File: src/rtl/poci_burst_readout.sv
// Serial register readout engine: chip-select framed bursts of register words,
// auto-incrementing address with wrap, selectable bit order, sticky address error.
module poci_burst_readout #(
    parameter int DATA_W    = 8,
    parameter int NUM_REGS  = 59,
    parameter int ADDR_W    = $clog2(NUM_REGS + 1),
    parameter int LEN_W     = 6,
    parameter bit MSB_FIRST = 1'b0
) (
    input  logic                         sclk,
    input  logic                         rstn,
    input  logic                         cs_n,
    input  logic [ADDR_W-1:0]            start_addr,
    input  logic [LEN_W-1:0]             burst_len,
    input  logic [NUM_REGS*DATA_W-1:0]   reg_data,
    output logic                         serial_out,
    output logic                         busy,
    output logic                         done,
    output logic                         addr_err
);

    localparam int               CNT_W    = $clog2(DATA_W + 1);
    localparam logic [CNT_W-1:0] LAST_BIT = CNT_W'(DATA_W);

    typedef enum logic [1:0] {
        IDLE  = 2'd0,
        SHIFT = 2'd1,
        WAIT  = 2'd2
    } state_t;

    state_t              state_q;
    logic [ADDR_W-1:0]   addr_q;
    logic [LEN_W-1:0]    words_left_q;
    logic [CNT_W-1:0]    bit_cnt_q;
    logic [DATA_W-1:0]   shreg_q;
    logic                serial_q;
    logic                busy_q;
    logic                done_q;
    logic                addr_err_q;

    logic [ADDR_W-1:0]   next_addr_s;
    logic [ADDR_W-1:0]   load_addr_s;
    logic [DATA_W-1:0]   load_word_s;
    logic                load_err_s;

    function automatic logic addr_bad(input logic [ADDR_W-1:0] a);
        return (a == {ADDR_W{1'b0}}) || (int'(a) > NUM_REGS);
    endfunction

    function automatic logic [DATA_W-1:0] word_at(input logic [ADDR_W-1:0] a,
                                                  input logic [NUM_REGS*DATA_W-1:0] regs);
        logic [DATA_W-1:0] w;
        w = {DATA_W{1'b0}};
        if (!addr_bad(a)) begin
            w = regs[(int'(a) - 1) * DATA_W +: DATA_W];
        end else begin
            w = {DATA_W{1'b0}};
        end
        return w;
    endfunction

    function automatic logic first_bit(input logic [DATA_W-1:0] w);
        return MSB_FIRST ? w[DATA_W-1] : w[0];
    endfunction

    // Remaining bits move toward the output end so the next bit is always at the same position.
    function automatic logic [DATA_W-1:0] shift_rest(input logic [DATA_W-1:0] w);
        return MSB_FIRST ? {w[DATA_W-2:0], 1'b0} : {1'b0, w[DATA_W-1:1]};
    endfunction

    // Address and word to load: the frame start address from IDLE, the successor mid-burst.
    always_comb begin
        next_addr_s = ((addr_q == {ADDR_W{1'b0}}) || (int'(addr_q) >= NUM_REGS))
                      ? ADDR_W'(1) : addr_q + ADDR_W'(1);
        load_addr_s = (state_q == IDLE) ? start_addr : next_addr_s;
        load_word_s = word_at(load_addr_s, reg_data);
        load_err_s  = addr_bad(load_addr_s);
    end

    // Frame FSM with registered serial, busy, done and error outputs.
    always_ff @(posedge sclk or negedge rstn) begin
        if (!rstn) begin
            state_q      <= IDLE;
            addr_q       <= {ADDR_W{1'b0}};
            words_left_q <= {LEN_W{1'b0}};
            bit_cnt_q    <= {CNT_W{1'b0}};
            shreg_q      <= {DATA_W{1'b0}};
            serial_q     <= 1'b0;
            busy_q       <= 1'b0;
            done_q       <= 1'b0;
            addr_err_q   <= 1'b0;
        end else begin
            done_q <= 1'b0;
            case (state_q)
                IDLE: begin
                    if (!cs_n) begin
                        addr_q       <= start_addr;
                        words_left_q <= (burst_len == {LEN_W{1'b0}}) ? LEN_W'(1) : burst_len;
                        shreg_q      <= shift_rest(load_word_s);
                        serial_q     <= first_bit(load_word_s);
                        bit_cnt_q    <= CNT_W'(1);
                        addr_err_q   <= load_err_s;
                        busy_q       <= 1'b1;
                        state_q      <= SHIFT;
                    end else begin
                        serial_q <= 1'b0;
                        busy_q   <= 1'b0;
                    end
                end
                SHIFT: begin
                    if (cs_n) begin
                        serial_q <= 1'b0;
                        busy_q   <= 1'b0;
                        state_q  <= IDLE;
                    end else if (bit_cnt_q < LAST_BIT) begin
                        serial_q  <= first_bit(shreg_q);
                        shreg_q   <= shift_rest(shreg_q);
                        bit_cnt_q <= bit_cnt_q + CNT_W'(1);
                    end else if (words_left_q > LEN_W'(1)) begin
                        words_left_q <= words_left_q - LEN_W'(1);
                        addr_q       <= next_addr_s;
                        shreg_q      <= shift_rest(load_word_s);
                        serial_q     <= first_bit(load_word_s);
                        bit_cnt_q    <= CNT_W'(1);
                        addr_err_q   <= addr_err_q | load_err_s;
                    end else begin
                        serial_q <= 1'b0;
                        busy_q   <= 1'b0;
                        done_q   <= 1'b1;
                        state_q  <= WAIT;
                    end
                end
                WAIT: begin
                    serial_q <= 1'b0;
                    busy_q   <= 1'b0;
                    state_q  <= cs_n ? IDLE : WAIT;
                end
                default: begin
                    serial_q <= 1'b0;
                    busy_q   <= 1'b0;
                    state_q  <= IDLE;
                end
            endcase
        end
    end

    assign serial_out = serial_q;
    assign busy       = busy_q;
    assign done       = done_q;
    assign addr_err   = addr_err_q;

endmodule

File: config.mk
export PLATFORM = sky130hd
export DESIGN_NAME = poci_burst_readout
export DESIGN_NICKNAME = d
export VERILOG_FILES = /design/src/rtl/poci_burst_readout.sv
export SDC_FILE = /design/constraint.sdc
export NUM_CORES = 1
export LEC_CHECK = 0
export CORE_AREA = 2 2 189 191
export CTS_BUF_LIST = sky130_fd_sc_hd__clkbuf_16
export CTS_CLUSTER_SIZE = 30
export DETAILED_ROUTE_END_ITERATION = 6
export DIE_AREA = 0 0 191 193
export DONT_BUFFER_PORTS = 1
export PLACE_DENSITY = 0.37
export SYNTH_ARGS = -nofsm -noshare
export SYNTH_HDL_FRONTEND = slang
export SYNTH_SLANG_ARGS = --single-unit
File: constraint.sdc
create_clock -name sclk -period 6.95 [get_ports sclk]
set_clock_uncertainty 0.2 [all_clocks]
set_input_delay 1.39 -clock sclk [delete_from_list [all_inputs] [get_ports sclk]]
set_output_delay 1.39 -clock sclk [all_outputs]
set_load 0.05 [all_outputs]
Word level (Yosys, flattened, before mapping)
Index checks and enable logic that the tools add are counted.
{"block": "op_classes", "add_sub_neg": 4, "magnitude_cmp": 4, "eq_ne": 9, "shifts": 1, "mux": 49, "bitwise_logic": 1, "n_reduce_logical": 11}
{"operator": "472-bit by 10-bit variable part select with 8-bit output", "count": 1}
{"operator": "6-bit 2-to-1 mux", "count": 11}
{"operator": "8-bit 2-to-1 mux", "count": 5}
{"operator": "6-bit case mux with 2 select lines", "count": 2}
{"operator": "6-bit logical NOT", "count": 3}
{"operator": "1-bit 2-to-1 mux", "count": 16}
{"operator": "4-bit 2-to-1 mux", "count": 4}
{"operator": "8-bit case mux with 2 select lines", "count": 1}
{"operator": "2-bit 2-to-1 mux", "count": 5}
{"operator": "3-bit inequality test, second input constant", "count": 3}
{"operator": "2-bit inequality test, second input constant", "count": 4}
{"operator": "4-bit case mux with 2 select lines", "count": 1}
{"operator": "6-bit by 1-bit subtractor with 7-bit output, second input constant", "count": 1}
{"operator": "6-bit by 1-bit adder with 6-bit output, second input constant", "count": 1}
{"operator": "6-bit >= comparator, second input constant", "count": 1}
{"operator": "6-bit by 1-bit > comparator with 1-bit output, second input constant", "count": 1}
{"operator": "6-bit > comparator, second input constant", "count": 1}
{"operator": "1-bit case mux with 2 select lines", "count": 3}
{"operator": "2-bit case mux with 3 select lines", "count": 1}
{"operator": "6-bit by 1-bit subtractor with 6-bit output, second input constant", "count": 1}
{"operator": "5-bit AND reduction", "count": 1}
{"operator": "4-bit by 1-bit adder with 4-bit output, second input constant", "count": 1}
{"operator": "4-bit < comparator, second input constant", "count": 1}
{"operator": "4-bit AND reduction", "count": 1}
{"operator": "other kinds (8)", "count": 9}
{"block": "totals", "register_bits": 30, "input_bits": 487, "out_inout_bits": 4, "wordCells": 88}

Longest topological paths before layout
{"block": "depth", "depth_word": 11, "mapped_depth": 21}

Worst setup path before layout
OpenSTA, ideal clock, no wires.
{"block": "synth_timing", "path_kind": "input-to-reg", "from": "in start_addr[0]", "to": "reg shreg_q[3]", "setup_time_ps": 125, "arrival_ps": 4698, "required_ps": 6625, "path_slack_ps": 1927, "stages": 18, "path_buffers": 9, "path_cell_list": "nand2b_1 > o21a_1 > buf_6 > buf_6 > buf_8 > buf_6 > buf_6 > inv_1 > ha_1 > clkbuf_1 > buf_1 > clkbuf_1 > clkbuf_1 > mux4_2 > a21oi_1 > o211ai_1 > a31oi_1 > o21ai_1"}
{"block": "synth_between", "elab_chain_cells": 8, "word_cells_on_any_way": 12}
{"item": "start: declaration", "line_no": "13", "rtl": "input logic [ADDR_W-1:0] start_addr,"}
{"item": "6-bit 2-to-1 mux (*)", "line_no": "75", "rtl": "load_addr_s = (state_q == IDLE) ? start_addr : next_addr_s;"}
{"item": "6-bit by 1-bit subtractor with 7-bit output (tied with other cells)", "line_no": "55", "rtl": "w = regs[(int'(a) - 1) * DATA_W +: DATA_W];"}
{"item": "472-bit by 10-bit variable part select with 8-bit output / 1-bit logical OR (equally long branches)", "line_no": "55, 47"}
{"item": "8-bit 2-to-1 mux (*)", "line_no": "54", "rtl": "if (!addr_bad(a)) begin"}
{"item": "8-bit 2-to-1 mux", "line_no": "119", "rtl": "end else if (words_left_q > LEN_W'(1)) begin"}
{"item": "8-bit 2-to-1 mux", "line_no": "115", "rtl": "end else if (bit_cnt_q < LAST_BIT) begin"}
{"item": "8-bit 2-to-1 mux", "line_no": "111", "rtl": "if (cs_n) begin"}
{"item": "8-bit case mux with 2 select lines (*)", "line_no": "94", "rtl": "case (state_q)"}
{"item": "end signal: assignment", "line_no": "99", "rtl": "shreg_q <= shift_rest(load_word_s);"}
{"item": "end signal: assignment", "line_no": "117", "rtl": "shreg_q <= shift_rest(shreg_q);"}
{"item": "end signal: assignment", "line_no": "122", "rtl": "shreg_q <= shift_rest(load_word_s);"}
{"item": "end: declaration", "line_no": "35", "rtl": "logic [DATA_W-1:0] shreg_q;"}
Mark *: on every way between the ends. The rest lies on a longest branch, timed or not. The select of a mux whose other input is x is not followed.
A chain may end at the register's enable or synchronous reset.

Worst setup path in the final report
{"block": "layout_timing", "from": "reg addr_q[0]", "to": "reg shreg_q[2]"}
{"block": "layout_between", "elab_chain_cells": 11, "word_cells_on_any_way": 17}
{"item": "start: declaration", "line_no": "32", "rtl": "logic [ADDR_W-1:0] addr_q;"}
{"item": "start signal: assignment", "line_no": "84", "rtl": "addr_q <= {ADDR_W{1'b0}};"}
{"item": "start signal: assignment", "line_no": "97", "rtl": "addr_q <= start_addr;"}
{"item": "start signal: assignment", "line_no": "121", "rtl": "addr_q <= next_addr_s;"}
{"item": "6-bit >= comparator / 6-bit logical NOT (equally long branches)", "line_no": "73", "rtl": "next_addr_s = ((addr_q == {ADDR_W{1'b0}}) || (int'(addr_q) >= NUM_REGS))"}
{"item": "1-bit logical OR", "line_no": "73"}
{"item": "6-bit 2-to-1 mux (*)", "line_no": "74", "rtl": "? ADDR_W'(1) : addr_q + ADDR_W'(1);"}
{"item": "6-bit 2-to-1 mux (*)", "line_no": "75"}
{"item": "6-bit by 1-bit subtractor with 7-bit output (tied with other cells)", "line_no": "55"}
{"item": "472-bit by 10-bit variable part select with 8-bit output / 1-bit logical OR (equally long branches)", "line_no": "55, 47"}
{"item": "8-bit 2-to-1 mux (*)", "line_no": "54"}
{"item": "8-bit 2-to-1 mux", "line_no": "119"}
{"item": "8-bit 2-to-1 mux", "line_no": "115"}
{"item": "8-bit 2-to-1 mux", "line_no": "111"}
{"item": "8-bit case mux with 2 select lines (*)", "line_no": "94"}
Marked as above.

==> flow_summary.yaml <==
global_routing:
  grt_pass1_wl_mm: 39.3
  grt_max_degree: 129
  track_usage_pct: 15.0
  grt-ovfl-total: 0
  grt_pass1_vias: 5393
  antenna_found_initial: 17
placement:
  io_buffer_count: 0
  dp.cells: 979
  dpl.hpwl_mm: 24.8
  routabilityCongestion: 0.947
cts:
  cts_root_buf: "clkbuf_16"
  cts_tree: "done"
  cts-resized-gates: 0
  worstSkewPairLatency_ps: 280
  ctsHoldBuffers: 0
  cts_buffer_depth: 2
  cts_num_sinks: 29
  cts.reportedPaths.clkPinSlew_ps: 60
  cts_buffers: 5
  post_cts.repair.setup_buffers: 0
  htreeDepth: 2
floorplanning:
  io_pins: 491
  rows: 69
  core-area_um2: 35000
  dieArea_um2: 36900
  dieHeight_um: 193
  fp.dieW_um: 191
  initial_utilization_pct: 17.0
timing:
  grt_setup_unrepaired: "no"
  min_period_ps: 4600
  hold_viol: 0
  tightestPinTransition_ps: 981
  period_share_pct: 66.1
  final_max_slew_viol_count: 0
  slew_headroom_pct: 34.4
  fmax_ghz: 0.218
  setup_viol: 0
  tns_ps: 0
power_and_ir_drop:
  powerDensity_nw_per_um2: 823
  leakage_uw: 0.00218
  irDropWorstVdd_v: 0.000573
  power.total_uw: 5420
setup_path:
  crit_type: "reg2reg"
  cp_max_fo: 13
  arrival_ps: 4600
  cp-start-kind: "flip-flop"
  end_kind: "flip-flop"
  required_ps: 6950
synth:
  synth-edff-count: 0
  ys_ff_latch: 29
  synthTopCellsByCount: "mux4_2, nand2_1, nor2_1, clkbuf_1, dfrtp_1"
  syn_inst: 563
  synth-main-ff-cell: "dfrtp_1"
  syn_nets: 1060
  yosysTopAreaCell: "mux4_2"
  synth.most_common_cell: "mux4_2"
  syn_area_per_cell_um2: 10.6
  synth_warnings: 0
  synth.area.top_cells: "mux4_2, dfrtp_1, nand2_1"
  yosysUniqueCellTypes: 67
  async_flop_share_pct: 100
  syn-cell-area_um2: 5960
  ys_seq_area_share_pct: 12.2
  yosysTopAreaCellShare_pct: 42.0
layout:
  fill_cells: 3822
  stdcell_count: 998
  area_growth_pct: 10.4
  drive_gt1_share_pct: 29.5
  final_nets: 1022
min_path:
  hp-class: "reg2reg"
route:
  avgRoutedWirePerCell_um: 29.3
  vias_per_cell: 5.15
  vias: 5137
  firstDrtPassIters: 5
  drtIter0Drc: 266
  routed_wl_mm: 29.2
  drc_errors: 0
  ant_nets: 0
job:
  maxCapViolations: 0
status:
  outcome: "finished clean"
[per-stage QoR]
step	hold WS [ps]	setup slack (ps)	area, um2	utilization [%]
2_1_floorplan	265	1930	5960	-
3_3_place_gp	287	2150	6360	18.2
3_5_place_dp	299	2100	6360	18.2
4_1_cts	311	2110	6550	18.7
5_1_grt	322	1860	6580	18.8
6_report	305	2350	6580	18.8
[cells by family after synthesis]
group,Yosys count,share of synthesized area [%]
AOI/OAI and AO/OA,134,15.9
muxes,147,49.3
xor gates and xnor gates,11,1.87
adders and majority gates,10,2.10
buffers and inverters,65,6.30
and+or+nand+nor,167,12.4
DFF,29,12.2
[flip-flops by register name, summed over array words and instances, names as in the netlist]
signal and cells:
words_left_q 6, addr_q 6, busy 1, state_q 2, serial_out 1, shreg_q 7, addr_err 1, bit_cnt_q 4
done 1
[per-layer routing]
metal / up-vias / part of all wire [%] / global-route usage (%)
met5: - / 0.21 / 1.46
met4: 10 / 0.89 / 2.44
met3: 23 / 6.6 / 4.00
met2: 265 / 52 / 25.8
met1: 2596 / 41 / 19.1
li1: 2243 / - / -
[layout by cell type (no fill, tap or decap), types with 11 or more instances in the layout]
| cell type | instances |
|---|---|
| a21oi_1 | 26 |
| nor2_1 | 34 |
| mux4_2 | 111 |
| nand2_1 | 78 |
| o21ai_0 | 17 |
| mux2i_1 | 23 |
| a31oi_1 | 14 |
| diode_2 | 11 |
| a22oi_1 | 16 |
| dfrtp_1 | 29 |
| nand3_1 | 23 |
[layout make-up]
cell class                 instances  area (um2)  area share [%]
timing repair buffer              10         100            1.52
clock inverter                     3        65.1           0.989
inverter                          10        37.5           0.571
sequential                        29         726            11.0
multi-input combinational        469        4920            74.8
tap                              461         577            8.77
clock buffer                       5         125            1.90
antenna                           11        27.5           0.418
[path summary, 6_finish.rpt]
kind	slack [ps]	cells after the start	to	startpoint
min reg2reg	310	2	bit_cnt_q[1]	bit_cnt_q[1]
max reg2reg	2350	12	shreg_q[2]	addr_q[0]
max	2350	12	shreg_q[2]	addr_q[0]
min in group asynchronous	600	0	words_left_q[0]	rstn
max in group asynchronous	5860	0	shreg_q[1]	rstn
min	310	2	bit_cnt_q[1]	bit_cnt_q[1]
[power by group]
| group | total [uW] | leakage, uW | internal, uW | switching, uW |
|---|---|---|---|---|
| clock | 295 | 0.0000939 | 205 | 89.9 |
| sequential | 368 | 0.000352 | 245 | 122 |
| combinational | 4750 | 0.00173 | 2110 | 2650 |
[critical path, stage by stage (launching register included)]
cell	delay (ps)
dfrtp_1	470
ha_1	370
o2111ai_4	270
o21a_1	260
nand2_1	90
o21a_1	220
ha_1	400
xnor2_2	760
and2_1	610
a22oi_1	270
a31oi_1	300
o21ai_0	110
a31oi_1	180
Note: power is estimated with default switching activity, not from simulation.
==> edit 1, RTL diff (same flow settings) <==
The 3 states of `state_t` get a one-hot encoding in 3 bits.
--- a/src/rtl/poci_burst_readout.sv
+++ b/src/rtl/poci_burst_readout.sv
@@ -22,10 +22,10 @@
     localparam int               CNT_W    = $clog2(DATA_W + 1);
     localparam logic [CNT_W-1:0] LAST_BIT = CNT_W'(DATA_W);
 
-    typedef enum logic [1:0] {
-        IDLE  = 2'd0,
-        SHIFT = 2'd1,
-        WAIT  = 2'd2
+    typedef enum logic [2:0] {
+        IDLE  = 3'b001,
+        SHIFT = 3'b010,
+        WAIT  = 3'b100
     } state_t;
 
     state_t              state_q;
Function: no difference found for any inputs over 4 cycles, from zero or initial values and one cycle with rstn low; so few cycles prove little.
==> edit 1 against the unedited design <==
Fmax is 14% lower; power is 16% lower; wire length is 14% higher; sequential cell count is 1 higher; final area is 4.8% higher; hold slack hardly changed; setup slack worse by 0.73 ns; clock power is 15% lower; combinational power is 17% lower; synthesized area is 5.9% higher; critical endpoint is now shreg_q[0]; largest cell class unchanged.
==> edit 1: results (changes against the unedited design) <==
metric	value	unit	change
drive_gt1_share	23.13	%	-6.3 points
critPathSlowestCell	xnor2_4		
syn_area	0.006307	mm2	+5.9%
grt_first_pass_wirelength	44.29	mm	+13%
grt_max_degree	75		-42%
arrival	5.32	ns	+0.72 ns
ys_types	68		+1.5%
synthXorXnorAreaFrac	2.460	%	+0.59 points
post-dp-hpwl	28.08	mm	+13%
hold_end	shreg_q[4]		
worst_pin_slew	1.057	ns	+0.07610 ns
gp_congestion	0.8739		-7.7%
synthMuxAreaShare	42.55	%	-6.7 points
synth-compound-area-share	17.75	%	+1.9 points
power_leakage	2.317	nW	+6.3%
critical-path-max-stage-delay	0.86	ns	+0.10 ns
r2r-end	shreg_q[0]		
track_usage	16.98	%	+1.9 points
syn-num-nets	1178		+11%
r2r_start	state_q[0]		
dpl_worst_slack	1.433	ns	-0.6666 ns
dr.pass1.iters	5		unchanged
synthTopCellsByCount	126 x nand2_1, 103 x mux4_2, 43 x a21oi_1, 42 x o21ai_0, 41 x nand3_1		
critPathMaxFanout	34		+21
final_cell_count_no_fill	1106		+11%
switching_share	54.63	%	+1.9 points
critPathTopFamily	compound AO/OA/AOI/OAI gates		
seq_area_frac_synth	11.92	%	-0.26 points
ff2ff_path_depth	13		+1
drtIter0Drc	423		+59%
syn_avg_cell_area	9.221	um2	-13%
hp-start	shreg_q[4]		
wl	33.37	mm	+14%
synth_fa_ha_area_share	1.389	%	-0.71 points
irDropWorstVdd	0.2109	mV	-63%
antenna_found_initial	12		-5
vias_per_cell	5.384		+4.6%
grt_pass1_vias	6037		+12%
yosys-top-cells-area	mux4_2 37%, dfrtp_1 12%, nand2_1 7.5%		
status	completed		
==> edit 1: through the flow <==
step	hold WS [ns]	area [um2]	power [W]	utilization [%]
floorplan	0.2614	6307	0.003249	-
finish	0.3052	6894	0.004545	19.72
global placement	0.2896	6716	0.004410	19.21
detailed placement	0.2952	6716	0.004400	19.21
global route	0.3396	6892	0.004941	19.71
CTS	0.3078	6882	0.004674	19.68
==> edit 1: worst max-delay path by stage <==
stage             startpoint    endpoint  slack (ns)  depth (start not counted)
5_1_grt            addr_q[0]  shreg_q[0]        1.16                         15
6_report          state_q[0]  shreg_q[0]        1.62                         13
4_1_cts           state_q[0]  shreg_q[0]        1.41                         13
3_3_place_gp      state_q[0]  shreg_q[2]        1.48                         10
3_5_place_dp      state_q[0]  shreg_q[0]        1.43                         13
2_1_floorplan  start_addr[0]  shreg_q[0]        2.17                         14
==> edit 1: layout make-up <==
cell class | instances | area, um2
clock buffer | 5 | 125.1
fill | 3890 | 28070
antenna | 5 | 12.51
timing repair buffer | 13 | 110.1
multi-input combinational | 580 | 5244
sequential | 30 | 752.0
clock inverter | 3 | 40.04
tap | 461 | 576.8
inverter | 9 | 33.78
==> edit 1: per-layer routing <==
metal  global-route usage (%)  routed length (um)
met2                    29.08               16950
met1                    21.90               13590
met5                        0                  49
met4                    3.488                 483
met3                    3.837                2296
==> edit 1: cell families (layout without fill, tap and decap cells) <==
family | count (synthesis) | after routing
multiplexers | 139 | 139
other | 0 | 5
flip-flops | 30 | 30
AND/OR/NAND/NOR | 253 | 253
adder cells (fa/ha/maj) | 7 | 7
buffers and inverters | 74 | 30
AO/OA/AOI/OAI | 168 | 168
XOR/XNOR | 13 | 13
==> edit 1: power groups by stage <==
stage,combinational (W),sequential [W],clock (W)
final,0.00396,0.000330,0.000251
after global routing,0.00433,0.000343,0.000266
after CTS,0.00409,0.000331,0.000259
after detailed placement,0.00407,0.000332,0
after global placement,0.00408,0.000334,0
after floorplan,0.00296,0.000293,0
==> edit 1: worst min-delay path, cell delays in order (launching register included) <==
cell and delay, ns:
dfrtp_1 0.34, nand2_1 0.06, o311ai_1 0.07
==> edit 2, RTL diff (same settings) <==
Without the edit above. `DATA_W`: 8 -> 4.
--- a/src/rtl/poci_burst_readout.sv
+++ b/src/rtl/poci_burst_readout.sv
@@ -1,7 +1,7 @@
 // Serial register readout engine: chip-select framed bursts of register words,
 // auto-incrementing address with wrap, selectable bit order, sticky address error.
 module poci_burst_readout #(
-    parameter int DATA_W    = 8,
+    parameter int DATA_W    = 4,
     parameter int NUM_REGS  = 59,
     parameter int ADDR_W    = $clog2(NUM_REGS + 1),
     parameter int LEN_W     = 6,
Ports: changed (resized reg_data); port bits go from 491 to 255. No check against the original RTL was run, so the function may have changed too.
==> edit 2 against the unedited design <==
Final area is 32% lower; setup slack lost 0.036 ns; synthesized area down 35%; sequential power down 18%; via count down 33%; core utilization shrank 6.0 points; die area is the same; power decreased by 40%; sequential cell count down 5; critical endpoint is now serial_out; hold slack lost 0.0042 ns; combinational power fell by 41%; fmax is 0.77% lower; wire length shrank 40%.
==> edit 2: results (changes against the unedited design) <==
metric	value	unit	change
synth_top_flop_cell	dfrtp_1		
ff2ff_path_depth	14		+2
syn-num-nets	666		-37%
irDropWorstVdd	0.2432	mV	-58%
grt_pass1_vias	3473		-36%
grt_max_degree	45		-65%
grtUsageMet2	16.11	%	-9.7 points
status	completed		
wl	17.60	mm	-40%
htree_levels	1		-1
vias_per_cell	4.029		-22%
timing.max_slew.rel_slack	32.62	%	-1.8 points
use_met1	11.12	%	-8.0 points
hold_depth	1		-1
antenna_found_initial	4		-13
fillers	3989		+4.4%
nets	647		-37%
ff2ff_setup_slack	2.32	ns	-0.04 ns
gp_congestion	0.8389		-11%
arrival	4.59	ns	about the same
post-dp-hpwl	14.77	mm	-41%
ys_types	61		-9.0%
dr.pass1.iters	4		-1
critPathMaxFanout	33		+20
min_period_over_period	66.66	%	+0.51 points
crit_start	addr_q[0]		
power_leakage	1.510	nW	-31%
hold_slack	0.3009	ns	-0.004196 ns
yosys-top-cells-area	mux4_2 31%, dfrtp_1 16%, mux2i_1 5.2%		
critPathSlowestCell	mux4_2		
track_usage	9.092	%	-6.0 points
critical-path-max-stage-delay	0.56	ns	-0.20 ns
drtIter0Drc	215		-19%
final_cell_count_no_fill	848		-15%
cts_resized	0		unchanged
dp_cells	842		-14%
cp-endpoint	serial_out		
postPlaceCellArea	0.004363	mm2	-31%
cts_buffers	3		-2
synthCells	405		-28%
dpl_worst_slack	2.068	ns	-0.03180 ns
drive_gt1_share	21.56	%	-7.9 points
grt_first_pass_wirelength	24.12	mm	-39%
seq_area_frac_synth	15.60	%	+3.4 points
use_met3	2.443	%	-1.6 points
largestRegisters	addr_q x6, words_left_q x6		
-- edit 2: cell count changes after synthesis, sizes merged, moves of 6 or more --
cell    change
mux4       -61
a31oi      -11
and2        -6
and3        +6
nand2      -33
mux2        -6
nor2       -17
a22oi      -12
nand3       +6
clkbuf     -10
buf        -14
-- edit 2: final cells by class --
type / instances / area, um2 / area share [%]
well taps: 461 / 576.8 / 12.90
flip-flops and latches: 24 / 600.6 / 13.43
inverters: 14 / 52.55 / 1.175
multi-input cells: 336 / 3080 / 68.87
repair buffers: 7 / 52.55 / 1.175
clock buffers: 3 / 75.07 / 1.678
diodes: 2 / 5.005 / 0.1119
clock inverters: 1 / 30.03 / 0.6713
-- edit 2: power breakdown --
group / internal (W) / switching, W / leakage [nW]
clock network: 0.000115 / 0.0000610 / 0.0511
logic: 0.00119 / 0.00161 / 1.16
registers: 0.000201 / 0.000101 / 0.299
-- edit 2: cells by family (layout without fill, tap and decap cells) --
family          after synthesis  in the layout  synth area share (%)
buf+inv                      45             25                 5.104
xor+xnor                      9              9                 2.536
other cells                   0              2                     0
simple gates                137            137                 17.82
mux                          77             77                 37.78
fa+ha+maj                    10             10                 3.251
flops                        24             24                 15.60
compound gates              103            103                 17.91
-- edit 2: routing by layer --
layer / vias to the layer above / part of all wire [%]
met1: 1656 / 41
li1: 1564 / -
met5: - / 0.074
met4: 2 / 1.1
met3: 12 / 7.3
met2: 183 / 50
-- edit 2: worst max-delay path: cells and delay by family (launching register included) --
kind	cells	cell delay [ns]
AOI/OAI and AO/OA	5	1.19
muxes	2	0.93
buffers and inverters	3	0.64
DFF	1	0.47
adders and majority gates	2	0.46
and+or+nand+nor	1	0.40
xor gates and xnor gates	1	0.18
